### src/rtl/mem_arb_pkg.sv
// Shared types and default widths for the data-memory arbiter.
package mem_arb_pkg;
    localparam int ADDR_W_DEF = 12;
    localparam int DATA_W_DEF = 32;

    typedef enum logic [1:0] {
        OWN_NONE = 2'd0,
        OWN_P    = 2'd1,
        OWN_V    = 2'd2
    } owner_e;
endpackage

### src/rtl/dmem_arbiter_if.sv
// Requester and memory-side bus of the data-memory arbiter.
interface dmem_arbiter_if #(
    parameter int ADDR_W = mem_arb_pkg::ADDR_W_DEF,
    parameter int DATA_W = mem_arb_pkg::DATA_W_DEF
);
    logic              p_req;
    logic [ADDR_W-1:0] p_addr;
    logic [DATA_W-1:0] p_wdata;
    logic              p_wren;
    logic              p_gnt;
    logic              p_stall;
    logic              p_rvalid;
    logic [DATA_W-1:0] p_rdata;

    logic              v_req;
    logic [ADDR_W-1:0] v_addr;
    logic [DATA_W-1:0] v_wdata;
    logic              v_wren;
    logic              v_gnt;
    logic              v_rvalid;
    logic [DATA_W-1:0] v_rdata;

    logic [ADDR_W-1:0] mem_addr;
    logic [DATA_W-1:0] mem_wdata;
    logic              mem_wren;
    logic [DATA_W-1:0] mem_q;

    // The arbiter side.
    modport slave (
        input  p_req, p_addr, p_wdata, p_wren,
        input  v_req, v_addr, v_wdata, v_wren,
        input  mem_q,
        output p_gnt, p_stall, p_rvalid, p_rdata,
        output v_gnt, v_rvalid, v_rdata,
        output mem_addr, mem_wdata, mem_wren
    );

    // The requesters plus memory, as seen from outside the arbiter.
    modport master (
        output p_req, p_addr, p_wdata, p_wren,
        output v_req, v_addr, v_wdata, v_wren,
        output mem_q,
        input  p_gnt, p_stall, p_rvalid, p_rdata,
        input  v_gnt, v_rvalid, v_rdata,
        input  mem_addr, mem_wdata, mem_wren
    );
endinterface

### src/rtl/arb_streak_ctr.sv
// Saturating up-counter with synchronous clear; tracks the VGA grant streak.
module arb_streak_ctr
    import mem_arb_pkg::*;
#(
    parameter int MAX_STREAK = 4,
    parameter int CW         = $clog2(MAX_STREAK + 1)
) (
    input  logic          clock,
    input  logic          reset,
    input  logic          inc,
    input  logic          clr,
    output logic [CW-1:0] cnt
);
    logic [CW-1:0] cnt_d, cnt_q;

    always_comb begin
        cnt_d = cnt_q;
        if (clr)
            cnt_d = '0;
        else if (inc && (cnt_q != CW'(MAX_STREAK)))
            cnt_d = cnt_q + CW'(1);
    end

    always_ff @(posedge clock) begin
        if (reset) cnt_q <= '0;
        else       cnt_q <= cnt_d;
    end

    assign cnt = cnt_q;
endmodule

### src/rtl/dmem_arbiter.sv
// Shares one dmem port between processor (P) and VGA fetcher (V); V has
// default priority, P is forced through after MAX_STREAK V grants.
module dmem_arbiter
    import mem_arb_pkg::*;
#(
    parameter int ADDR_W     = ADDR_W_DEF,
    parameter int DATA_W     = DATA_W_DEF,
    parameter int MAX_STREAK = 4
) (
    input logic           clock,
    input logic           reset,
    dmem_arbiter_if.slave bus
);
    localparam int CW = $clog2(MAX_STREAK + 1);

    logic          p_gnt, v_gnt;
    logic          p_rvalid, v_rvalid;
    logic [CW-1:0] streak;
    logic          streak_max;
    owner_e        owner_d, owner_q;
    logic [DATA_W-1:0] p_rdata_d, p_rdata_q, v_rdata_d, v_rdata_q;

    assign streak_max = (streak == CW'(MAX_STREAK));

    always_comb begin
        p_gnt = 1'b0;
        v_gnt = 1'b0;
        if (!reset) begin
            if (bus.v_req && !(bus.p_req && streak_max)) v_gnt = 1'b1;
            else if (bus.p_req)                            p_gnt = 1'b1;
        end
    end

    // Streak only grows while P is actually being held off.
    arb_streak_ctr #(.MAX_STREAK(MAX_STREAK), .CW(CW)) u_streak (
        .clock (clock),
        .reset (reset),
        .inc   (v_gnt & bus.p_req),
        .clr   (p_gnt | ~bus.p_req),
        .cnt   (streak)
    );

    assign bus.p_gnt     = p_gnt;
    assign bus.v_gnt     = v_gnt;
    assign bus.p_stall   = bus.p_req & ~p_gnt;
    assign bus.mem_addr  = p_gnt ? bus.p_addr  : bus.v_addr;
    assign bus.mem_wdata = p_gnt ? bus.p_wdata : bus.v_wdata;
    assign bus.mem_wren  = (p_gnt & bus.p_wren) | (v_gnt & bus.v_wren);

    always_comb begin
        owner_d = OWN_NONE;
        if (p_gnt && !bus.p_wren)      owner_d = OWN_P;
        else if (v_gnt && !bus.v_wren) owner_d = OWN_V;
    end

    // Reset in the return cycle must kill the pending rvalid.
    assign p_rvalid = !reset && (owner_q == OWN_P);
    assign v_rvalid = !reset && (owner_q == OWN_V);

    always_comb begin
        p_rdata_d = p_rvalid ? bus.mem_q : p_rdata_q;
        v_rdata_d = v_rvalid ? bus.mem_q : v_rdata_q;
    end

    always_ff @(posedge clock) begin
        if (reset) begin
            owner_q   <= OWN_NONE;
            p_rdata_q <= '0;
            v_rdata_q <= '0;
        end else begin
            owner_q   <= owner_d;
            p_rdata_q <= p_rdata_d;
            v_rdata_q <= v_rdata_d;
        end
    end

    assign bus.p_rvalid = p_rvalid;
    assign bus.v_rvalid = v_rvalid;
    assign bus.p_rdata  = p_rvalid ? bus.mem_q : p_rdata_q;
    assign bus.v_rdata  = v_rvalid ? bus.mem_q : v_rdata_q;
endmodule

### src/flat_wrapper.sv
// flat-port wrapper written by rule: the top's interface ports become plain ports
module dmem_arbiter_flat import mem_arb_pkg::*;
#(
    parameter int ADDR_W     = ADDR_W_DEF,
    parameter int DATA_W     = DATA_W_DEF,
    parameter int MAX_STREAK = 4
)
  (clock, reset, bus_p_req, bus_p_addr, bus_p_wdata, bus_p_wren, bus_v_req, bus_v_addr, bus_v_wdata, bus_v_wren, bus_mem_q, bus_p_gnt, bus_p_stall, bus_p_rvalid, bus_p_rdata, bus_v_gnt, bus_v_rvalid, bus_v_rdata, bus_mem_addr, bus_mem_wdata, bus_mem_wren);
  dmem_arbiter_if #(.ADDR_W(ADDR_W), .DATA_W(DATA_W)) bus_i ();
  input logic clock;
  input logic reset;
  input wire logic [$bits(bus_i.p_req)-1:0] bus_p_req;
  input wire logic [$bits(bus_i.p_addr)-1:0] bus_p_addr;
  input wire logic [$bits(bus_i.p_wdata)-1:0] bus_p_wdata;
  input wire logic [$bits(bus_i.p_wren)-1:0] bus_p_wren;
  input wire logic [$bits(bus_i.v_req)-1:0] bus_v_req;
  input wire logic [$bits(bus_i.v_addr)-1:0] bus_v_addr;
  input wire logic [$bits(bus_i.v_wdata)-1:0] bus_v_wdata;
  input wire logic [$bits(bus_i.v_wren)-1:0] bus_v_wren;
  input wire logic [$bits(bus_i.mem_q)-1:0] bus_mem_q;
  output wire logic [$bits(bus_i.p_gnt)-1:0] bus_p_gnt;
  output wire logic [$bits(bus_i.p_stall)-1:0] bus_p_stall;
  output wire logic [$bits(bus_i.p_rvalid)-1:0] bus_p_rvalid;
  output wire logic [$bits(bus_i.p_rdata)-1:0] bus_p_rdata;
  output wire logic [$bits(bus_i.v_gnt)-1:0] bus_v_gnt;
  output wire logic [$bits(bus_i.v_rvalid)-1:0] bus_v_rvalid;
  output wire logic [$bits(bus_i.v_rdata)-1:0] bus_v_rdata;
  output wire logic [$bits(bus_i.mem_addr)-1:0] bus_mem_addr;
  output wire logic [$bits(bus_i.mem_wdata)-1:0] bus_mem_wdata;
  output wire logic [$bits(bus_i.mem_wren)-1:0] bus_mem_wren;
  assign bus_i.p_req = bus_p_req;
  assign bus_i.p_addr = bus_p_addr;
  assign bus_i.p_wdata = bus_p_wdata;
  assign bus_i.p_wren = bus_p_wren;
  assign bus_i.v_req = bus_v_req;
  assign bus_i.v_addr = bus_v_addr;
  assign bus_i.v_wdata = bus_v_wdata;
  assign bus_i.v_wren = bus_v_wren;
  assign bus_i.mem_q = bus_mem_q;
  assign bus_p_gnt = bus_i.p_gnt;
  assign bus_p_stall = bus_i.p_stall;
  assign bus_p_rvalid = bus_i.p_rvalid;
  assign bus_p_rdata = bus_i.p_rdata;
  assign bus_v_gnt = bus_i.v_gnt;
  assign bus_v_rvalid = bus_i.v_rvalid;
  assign bus_v_rdata = bus_i.v_rdata;
  assign bus_mem_addr = bus_i.mem_addr;
  assign bus_mem_wdata = bus_i.mem_wdata;
  assign bus_mem_wren = bus_i.mem_wren;
  dmem_arbiter #(.ADDR_W(ADDR_W), .DATA_W(DATA_W), .MAX_STREAK(MAX_STREAK)) u_core (.clock(clock), .reset(reset), .bus(bus_i));
endmodule
### config.mk
export PLATFORM = sky130hd
export DESIGN_NAME = dmem_arbiter_flat
export DESIGN_NICKNAME = d
export VERILOG_FILES = /design/src/rtl/mem_arb_pkg.sv /design/src/rtl/dmem_arbiter_if.sv /design/src/rtl/arb_streak_ctr.sv /design/src/rtl/dmem_arbiter.sv /design/src/flat_wrapper.sv
export SDC_FILE = /design/constraint.sdc
export NUM_CORES = 1
export LEC_CHECK = 0
export ABC_AREA = 1
export BUFFER_PORTS_ARGS = -buffer_cell sky130_fd_sc_hd__buf_4
export CAP_MARGIN = 20
export CELL_PAD_IN_SITES_DETAIL_PLACEMENT = 1
export CELL_PAD_IN_SITES_GLOBAL_PLACEMENT = 1
export CORE_ASPECT_RATIO = 2
export CORE_MARGIN = 10
export CORE_UTILIZATION = 25
export CTS_BUF_LIST = sky130_fd_sc_hd__clkbuf_4 sky130_fd_sc_hd__clkbuf_8 sky130_fd_sc_hd__clkbuf_16
export CTS_CLUSTER_DIAMETER = 60
export DETAILED_ROUTE_END_ITERATION = 7
export PLACE_DENSITY = 0.85
export RECOVER_POWER = 50
export SETUP_SLACK_MARGIN = 0.1
export SKIP_CTS_REPAIR_TIMING = 1
export SYNTH_ARGS = -nofsm -noshare
export SYNTH_HDL_FRONTEND = slang
export SYNTH_SLANG_ARGS = --single-unit
### constraint.sdc
create_clock -name clock -period 1.27 [get_ports clock]
set_input_delay 0.0635 -clock clock [delete_from_list [all_inputs] [get_ports clock]]
set_output_delay 0.0635 -clock clock [all_outputs]
set_load 0.005 [all_outputs]
Yosys cells after proc, flatten, opt, wreduce, memory -nomap -nowiden:

Index checks and enable logic that the tools add are counted.
W data, S select, Z words.

* memory bits (read-only): 0
* bits in latches: 0
* input port bits: 126
* logic and storage cells: 42
* output and inout bits: 114
* memories: 0
* bits in registers: 69
* bits in writable memories: 0

* $lt $le $gt $ge: 0
* muxes and demuxes: 11
* bitwise gates (word level): 8
* divide/modulo/power cells: 0
* reductions and logical operators: 13
* multipliers: 0
* shift operators: 0
* add/subtract/negate cells: 1
* eq/ne operators: 4

Operator list (count)
* $mux W32: 3
* $mux W12: 1
* $logic_and A1 B1 Y1: 7
* $mux W1: 6
* $and A1 B1 Y1: 4
* $logic_not A1 Y1: 4
* $reduce_or A2 Y1: 2
* $add A3 B1 Y3 const B: 1
* $eq A3 B3 Y1 const B: 1
* $ne A3 B3 Y1 const B: 1
* $eq A2 B1 Y1 const B: 1
* $eq A2 B2 Y1 const B: 1
* $mux W2: 1
* $not A1 Y1: 2
* $or A1 B1 Y1: 2

Depth between registers and ports, before layout:

Gate-level depths: netlist of the first run.

* depth in word-level cells: 9
* mapped depth: 8
* mapped depth without buffers: 7

Cells and area by module:

Synthesis of the first run repeated with hierarchy kept, for this count alone.

* cell total of the unflattened synthesis: 572
* area, all modules: 3656.0 um^2

Modules (own cells, without submodules)
* dmem_arbiter: sequential area each 1321.3 um^2, instances 1, area each 3487.1 um^2, cells each 546
* arb_streak_ctr: sequential area each 60.1 um^2, instances 1, area each 168.9 um^2, cells each 26

Worst setup path before layout of the first run:

No wires, ideal clock.

* kind: flip-flop to output port
* start: reg u_core.u_streak.cnt_q[0], in the netlist u_core.u_streak.cnt[0]
* end: out bus_mem_addr[0]
* arrival time: 1.194 ns
* required time: 1.207 ns
* cell stages (with the launch flop): 9
* path slack: 0.013 ns
* path buffers: 2
* path through: dfxtp_1 inv_1 ha_1 nand3_1 nand2_1 buf_2 buf_4 nand3_1 nand2_1

* longest elaborated chain between the ends: 7

RTL lines
* start: declaration: RTL line arb_streak_ctr.sv:14 `logic [CW-1:0] cnt_d, cnt_q;`
* start signal: assignment: RTL line arb_streak_ctr.sv:26 `else cnt_q <= cnt_d;`
* $eq A3 B3 Y1: RTL line dmem_arbiter.sv:23 `assign streak_max = (streak == CW'(MAX_STREAK));`
* $logic_and A1 B1 Y1: RTL line dmem_arbiter.sv:29 `if (bus.v_req && !(bus.p_req && streak_max)) v_gnt = 1'b1;`
* $logic_not A1 Y1: RTL line dmem_arbiter.sv:29
* $logic_and A1 B1 Y1: RTL line dmem_arbiter.sv:29
* $mux W1: RTL line dmem_arbiter.sv:29
* $mux W1: RTL line dmem_arbiter.sv:28 `if (!reset) begin`
* $mux W12: RTL line dmem_arbiter.sv:46 `assign bus.mem_addr = p_gnt ? bus.p_addr : bus.v_addr;`
* end: declaration: RTL line flat_wrapper.sv:28 `output wire logic [$bits(bus_i.mem_addr)-1:0] bus_mem_addr;`

No other way between the ends.

Final worst setup path of the first run:

* start: reg u_core.u_streak.cnt_q[0], in the netlist u_core.u_streak.cnt[0]
* end: out bus_mem_wdata[17]

* longest elaborated chain between the ends: 7

RTL lines
* $eq A3 B3 Y1: RTL line dmem_arbiter.sv:23
* $logic_and A1 B1 Y1: RTL line dmem_arbiter.sv:29
* $logic_not A1 Y1: RTL line dmem_arbiter.sv:29
* $logic_and A1 B1 Y1: RTL line dmem_arbiter.sv:29
* $mux W1: RTL line dmem_arbiter.sv:29
* $mux W1: RTL line dmem_arbiter.sv:28
* $mux W32: RTL line dmem_arbiter.sv:47 `assign bus.mem_wdata = p_gnt ? bus.p_wdata : bus.v_wdata;`
* end: declaration: RTL line flat_wrapper.sv:29 `output wire logic [$bits(bus_i.mem_wdata)-1:0] bus_mem_wdata;`

No other way between the ends.

==> results.txt, run 1 <==
Max-slew headroom: 60.39%
hold crit path type: in2reg
crit path kind: reg2out
core area: 15700 um2
Max Freq: 591.3 MHz
TNS Setup: -36.84 ns
crit path DAT: 1.63 ns
Antenna Violating Nets Remaining: 0
largest net degree at the start of global routing: 35
port buffer count: 239
Synth Cell Area: 3981 um2
die area: 21680 um2
detailed-route via count: 5419
Min Hold Slack: 0.09000 ns
RSZ-0062 raised after global routing: true
row cnt: 65
drt pass-1 iters: 4
Setup Skew: 0.01412 ns
min-delay src: bus_mem_q[16]
syn avg cell area: 5.770 um2
CTS buffer count: 9
Cell variety after synth: 19
Final Hold Fails: 0
Worst EP required: 1.21 ns
first-pass GRT wire length: 27290 um
Syn-to-layout area delta: 124.6%
Seq/Total Area, Yosys: 34.70%
n_diodes: 0
GR Overflow Total: 0
Final WS setup: -0.4211 ns
Period Utilization, post-route: 133.2%
worst setup path startpoint: u_core.u_streak.cnt[0]
synthesis-stage register bit count: 69
Setup crit start kind: register
Slew Viols, Final: 0
post-route cell area: 8941 um2
Power Dens Cells: 781.2 nW/um2
vias per cell: 4.608
H-tree Lvls: 3
GRT Total Usage: 15.93%
max-cap violation count: 0
Placed Area: 6082 um2
Synth warnings: 0
Post-Place Setup Slack: -0.1696 ns
CTS max path bufs: 2
r2r startpoint: u_core.owner_q[1]
Die X: 109.2 um
total routed wirelength: 23400 um
initial core utilization: 25.36%
DR iter-0 viols: 137
GP Congestion: 0.8173
Synthesized Nets: 818
Hold Path Depth: 5
CTS tree: done
top cell type's share of synthesized area: 34.70%
failing checks: setup timing
final critical-path required period: 1.691 ns
CP max FO: 8
worst reg2reg path depth: 7
Layout Nets: 1098
CTS Root Cell: clkbuf_16
drt drc: 0
Worst setup EP type: output pin
clk_lat worst skew: 0.33 ns
per-cell routed wire length: 19.90 um
Pwr Total: 0.006984 W
clk sinks: 69
area leader, netlist: dfxtp_1
LEAKAGE: 4.495 nW
outcome: complete, but fails checks
worst ir drop on vdd: 558.3 uV
clock-pin slew on the worst setup and hold paths: 0.07 ns
share of cells above drive strength 1: 68.31%
worst slew pin tran: 0.5941 ns
FILL cells: 1815
number of global-route vias before repair: 5515
DIE HEIGHT: 198.5 um
Setup Viol. Count Final: 126
initial antenna violation count: 0
DP Wirelength: 14040 um
IO Count: 240
Mapped Cells: 690
top cells by area, synth: dfxtp_1 (35%), nand2_1 (21%), inv_1 (15%)
area by class of cell:
class / count / area, um2 / share of cell area, %
repair buffers: 310 / 3221 / 36.02
multi-input cells: 410 / 3117 / 34.86
flip-flops and latches: 69 / 1391 / 15.56
inverters: 170 / 650.6 / 7.277
clock buffers: 11 / 252.7 / 2.827
well taps: 201 / 251.5 / 2.813
clock inverters: 5 / 57.56 / 0.6437
logic make-up (layout without fill, tap and decap cells):
| logic type | after synthesis | after routing | share of synthesized area, % |
|---|---|---|---|
| AND/OR/NAND/NOR | 407 | 407 | 42.55 |
| buffers and inverters | 211 | 496 | 21.90 |
| flip-flops | 69 | 69 | 34.70 |
| adder cells (fa/ha/maj) | 2 | 2 | 0.6284 |
| XOR/XNOR | 1 | 1 | 0.2200 |
cells in the mapped netlist, drive strengths merged:
library cell and instances:
nand2 220, inv 170, nand3 112, nor2 73, dfxtp 69, buf 35, clkbuf 6, ha 2
nand4 1, nor3 1, xnor2 1
critical path, cell delays in order, from the launching register on:
cell and delay [ns]:
dfxtp_2 0.32, inv_1 0.08, ha_4 0.14, nand3_4 0.10
nand2_8 0.11, nand2_8 0.11, clkbuf_16 0.20, nand2_2 0.07
nand2_2 0.06, buf_6 0.11
registers in the layout, indices dropped and copies added, names as in the netlist:
name and cells:
u_core.p_rdata_q 32, u_core.v_rdata_q 32, u_core.owner_q 2, u_core.u_streak.cnt 3
worst paths after layout:
path	end	slack, ns
worst max register to register	u_core.p_rdata_q[15]	-0.07
worst max-delay path	bus_mem_wdata[17]	-0.42
worst min-delay path	u_core.p_rdata_q[16]	0.09
worst min register to register	u_core.u_streak.cnt[0]	0.50
through the flow:
stage               utilization, %  cells
floorplan                        -    690
CTS                          40.73   1126
global placement             38.75   1110
finish                       56.96   1176
global route                 56.96   1176
detailed placement           38.75   1110
where the power goes:
part	internal, W	switching, W	total (W)	leakage [nW]
combinational	0.00108	0.00101	0.00209	3.78
clock	0.00163	0.00102	0.00265	0.156
sequential	0.00222	0.0000223	0.00225	0.562
total	0.00493	0.00205	0.00698	4.49
cells in the final DEF (no fill, tap or decap), types with 2 or more instances in the layout:
cell and count:
buf_4 150, buf_6 130, nand2_2 109, inv_1 100, nand2_4 67, inv_2 67
dfxtp_1 65, nand3_1 61, nand2_1 42, nor2_1 36, nand3_2 28, nor2_2 24
nand3_4 23, clkbuf_16 20, buf_12 16, nor2_4 13, nand2_8 2, inv_6 2
clkinv_4 2, clkbuf_8 2, clkinv_2 2, dlygate4sd3_1 2, dfxtp_4 2, dfxtp_2 2
per-layer routing:
layer / up-vias / wire length, um / track usage [%]
met5: - / 0 / 0
met4: 0 / 959 / 6.541
met3: 50 / 1681 / 6.645
met2: 196 / 13370 / 30.03
li1: 2556 / - / -
met1: 2617 / 7387 / 14.23
Power figures use the tool's default switching activity.
==> run 2: changes to the inputs <==
--- a/config.mk
+++ b/config.mk
@@ -5,7 +5,7 @@
 export SDC_FILE = /design/constraint.sdc
 export NUM_CORES = 1
 export LEC_CHECK = 0
-export ABC_AREA = 1
+export ABC_AREA = 0
 export BUFFER_PORTS_ARGS = -buffer_cell sky130_fd_sc_hd__buf_4
 export CAP_MARGIN = 20
 export CELL_PAD_IN_SITES_DETAIL_PLACEMENT = 1
@@ -16,7 +16,7 @@
 export CTS_BUF_LIST = sky130_fd_sc_hd__clkbuf_4 sky130_fd_sc_hd__clkbuf_8 sky130_fd_sc_hd__clkbuf_16
 export CTS_CLUSTER_DIAMETER = 60
 export DETAILED_ROUTE_END_ITERATION = 7
-export PLACE_DENSITY = 0.85
+export PLACE_DENSITY = 0.83
 export RECOVER_POWER = 50
 export SETUP_SLACK_MARGIN = 0.1
 export SKIP_CTS_REPAIR_TIMING = 1
==> results.txt, run 2 <==
outcome: complete, but fails checks
failing checks: setup timing
crit-path cells: inv_2 > ha_4 > a21boi_4 > nor2_4 > buf_12 > mux2_2 > buf_4
port buffer count: 239
TNS Setup: -62.16 ns
Setup Skew: 0.01111 ns
die area: 19340 um2
Layout Nets: 842
H-tree Lvls: 3
slowest CP cell: mux2_2
CTS max path bufs: 2
Final WS setup: -0.6188 ns
GR Overflow Total: 0
Period Utilization, post-route: 148.7%
CTS tree: done
Placed Area: 6397 um2
worst slew pin tran: 0.4613 ns
list of most frequent post-synthesis cells: nand2_1 (192), dfxtp_1 (69), a21oi_2 (58), mux2_1 (27), mux2_2 (17)
CTS Root Cell: clkbuf_16
r2r startpoint: u_core.owner_q[0]
Synthesized Nets: 546
total routed wirelength: 20180 um
number of global-route vias before repair: 4643
syn avg cell area: 8.333 um2
IO Count: 240
Reg area: 1386 um2
Cell variety after synth: 25
crit path kind: reg2out
synthesis-stage register bit count: 69
drt pass-1 iters: 4
DP Wirelength: 14840 um
Setup crit start kind: register
Max-slew headroom: 69.24%
R2R setup slack: -0.21 ns
initial core utilization: 25.22%
stages on the worst setup path: 7
top-count cell post-synth: nand2_1
FILL cells: 1453
most common cell after layout, fill and taps aside: buf_4
Top Family by Delay on Critical Path: buffers and inverters
area leader, netlist: dfxtp_1
row cnt: 61
Pwr Total: 0.006226 W
clk sinks: 69
most frequent cells in the layout: buf_4 (181), buf_6 (106), nand2_2 (101)
GP Congestion: 0.8249
crit path DAT: 1.83 ns
Seq/Total Area, Yosys: 39.66%
Max Freq: 529.4 MHz
Power Dens Cells: 781.2 nW/um2
Buf+Inv Stages, Crit Path: 3
fin util: 57.68%
DR iter-0 viols: 139
vias per cell: 4.687
area occupied by multi-input gates: 3002 um2
slowest stage delay, CP: 0.39 ns
share of cells above drive strength 1: 87.33%
drt drc: 0
CTS buffer count: 9
Worst EP required: 1.21 ns
max-cap violation count: 0
clk_lat worst skew: 0.34 ns
top cells by area, synth: dfxtp_1 (40%), nand2_1 (21%), a21oi_2 (15%)
top cell type's share of synthesized area: 39.66%
hold crit path type: in2reg
largest net degree at the start of global routing: 28
CP max FO: 27
worst ir drop on vdd: 450.8 uV
DIE HEIGHT: 186.9 um
Mapped Cells: 418
GRT Total Usage: 17.97%
final critical-path required period: 1.889 ns
Antenna Violating Nets Remaining: 0
worst setup path startpoint: u_core.u_streak.cnt[1]
Die X: 103.5 um
Synth warnings: 0
Final Hold Fails: 0
Worst setup EP type: output pin
Syn-to-layout area delta: 128.8%
per-cell routed wire length: 22.22 um
RSZ-0062 raised after global routing: true
post-route cell area: 7969 um2
first-pass GRT wire length: 26230 um
Async SR Flop Fraction: 0%
Setup Viol. Count Final: 177
LEAKAGE: 3.936 nW
ys flop type: dfxtp_1
Slew Viols, Final: 0
detailed-route via count: 4256
Synth Cell Area: 3483 um2
worst reg2reg path depth: 6
number of flops mapped to enable cells by yosys: 0
initial antenna violation count: 1
core area: 13810 um2
Post-Place Setup Slack: -0.3372 ns
clock-pin slew on the worst setup and hold paths: 0.07 ns
worst reg2reg endpoint: u_core.p_rdata_q[19]
crit path to: bus_mem_wdata[10]
[run 2: changes by cell type after synthesis, sizes merged, moves of 2 or more]
cell    previous run  this run
nand3            112         0
and3               0         2
inv              170         4
or3b               0         2
nor2              73         2
mux2               0        44
nand2            220       192
a21oi              0        64
clkbuf             6         4
nor2b              0         3
buf               35        22
[run 2: final cells by class]
class	instances	share of cell area, %
Multi-Input combinational cell	318	37.67
Timing Repair Buffer	310	37.49
Sequential cell	69	17.40
Clock buffer	10	2.999
Tap cell	189	2.968
Clock inverter	5	0.7537
Inverter	5	0.5495
Timing Repair inverter	1	0.1413
Antenna cell	1	0.03140
[run 2: routing by layer]
| layer | share of wire, % | up-vias | wire length [um] | track usage, % |
|---|---|---|---|---|
| li1 | - | 1960 | - | - |
| met5 | 0 | - | 0 | 0 |
| met3 | 10 | 32 | 2017 | 7.843 |
| met1 | 30 | 2054 | 6090 | 16.06 |
| met4 | 3.4 | 0 | 676 | 6.351 |
| met2 | 56 | 210 | 11390 | 33.63 |
[run 2: worst min path at each step]
stage                        startpoint              endpoint  slack (ns)  cells after the start
after floorplan              bus_v_wren     u_core.owner_q[1]        0.14                      1
after global placement       bus_v_wren     u_core.owner_q[1]        0.24                      2
after detailed placement     bus_v_wren     u_core.owner_q[1]        0.24                      2
after CTS                    bus_v_wren     u_core.owner_q[1]       -0.11                      2
after global routing      bus_mem_q[18]  u_core.p_rdata_q[18]       0.004                      3
final                     bus_mem_q[15]  u_core.p_rdata_q[15]       0.003                      3
[run 2: through the flow]
step / instances / hold slack, ns
after detailed placement: 846 / 0.2397
after CTS: 861 / -0.1126
after global placement: 846 / 0.2416
final: 908 / 0.003078
after global routing: 908 / 0.003736
after floorplan: 418 / 0.1351
[run 2: tightest hold or removal path: stages]
cell and delay [ns]:
buf_4 0.13, nand2_4 0.06, a21oi_2 0.04
[run 2: report_power, final]
part | switching [W] | total (W) | internal [W]
Clock | 0.00101 | 0.00258 | 0.00157
Combinational | 0.000608 | 0.00143 | 0.000819
Sequential | 0.0000179 | 0.00222 | 0.00220
[run 2: cell families after synthesis]
| family | share of synthesized area (%) |
|---|---|
| AND/OR/NAND/NOR | 22.77 |
| flip-flops | 39.66 |
| AO/OA/AOI/OAI | 16.27 |
| multiplexers | 14.51 |
| buffers and inverters | 6.070 |
| adder cells (fa/ha/maj) | 0.7183 |
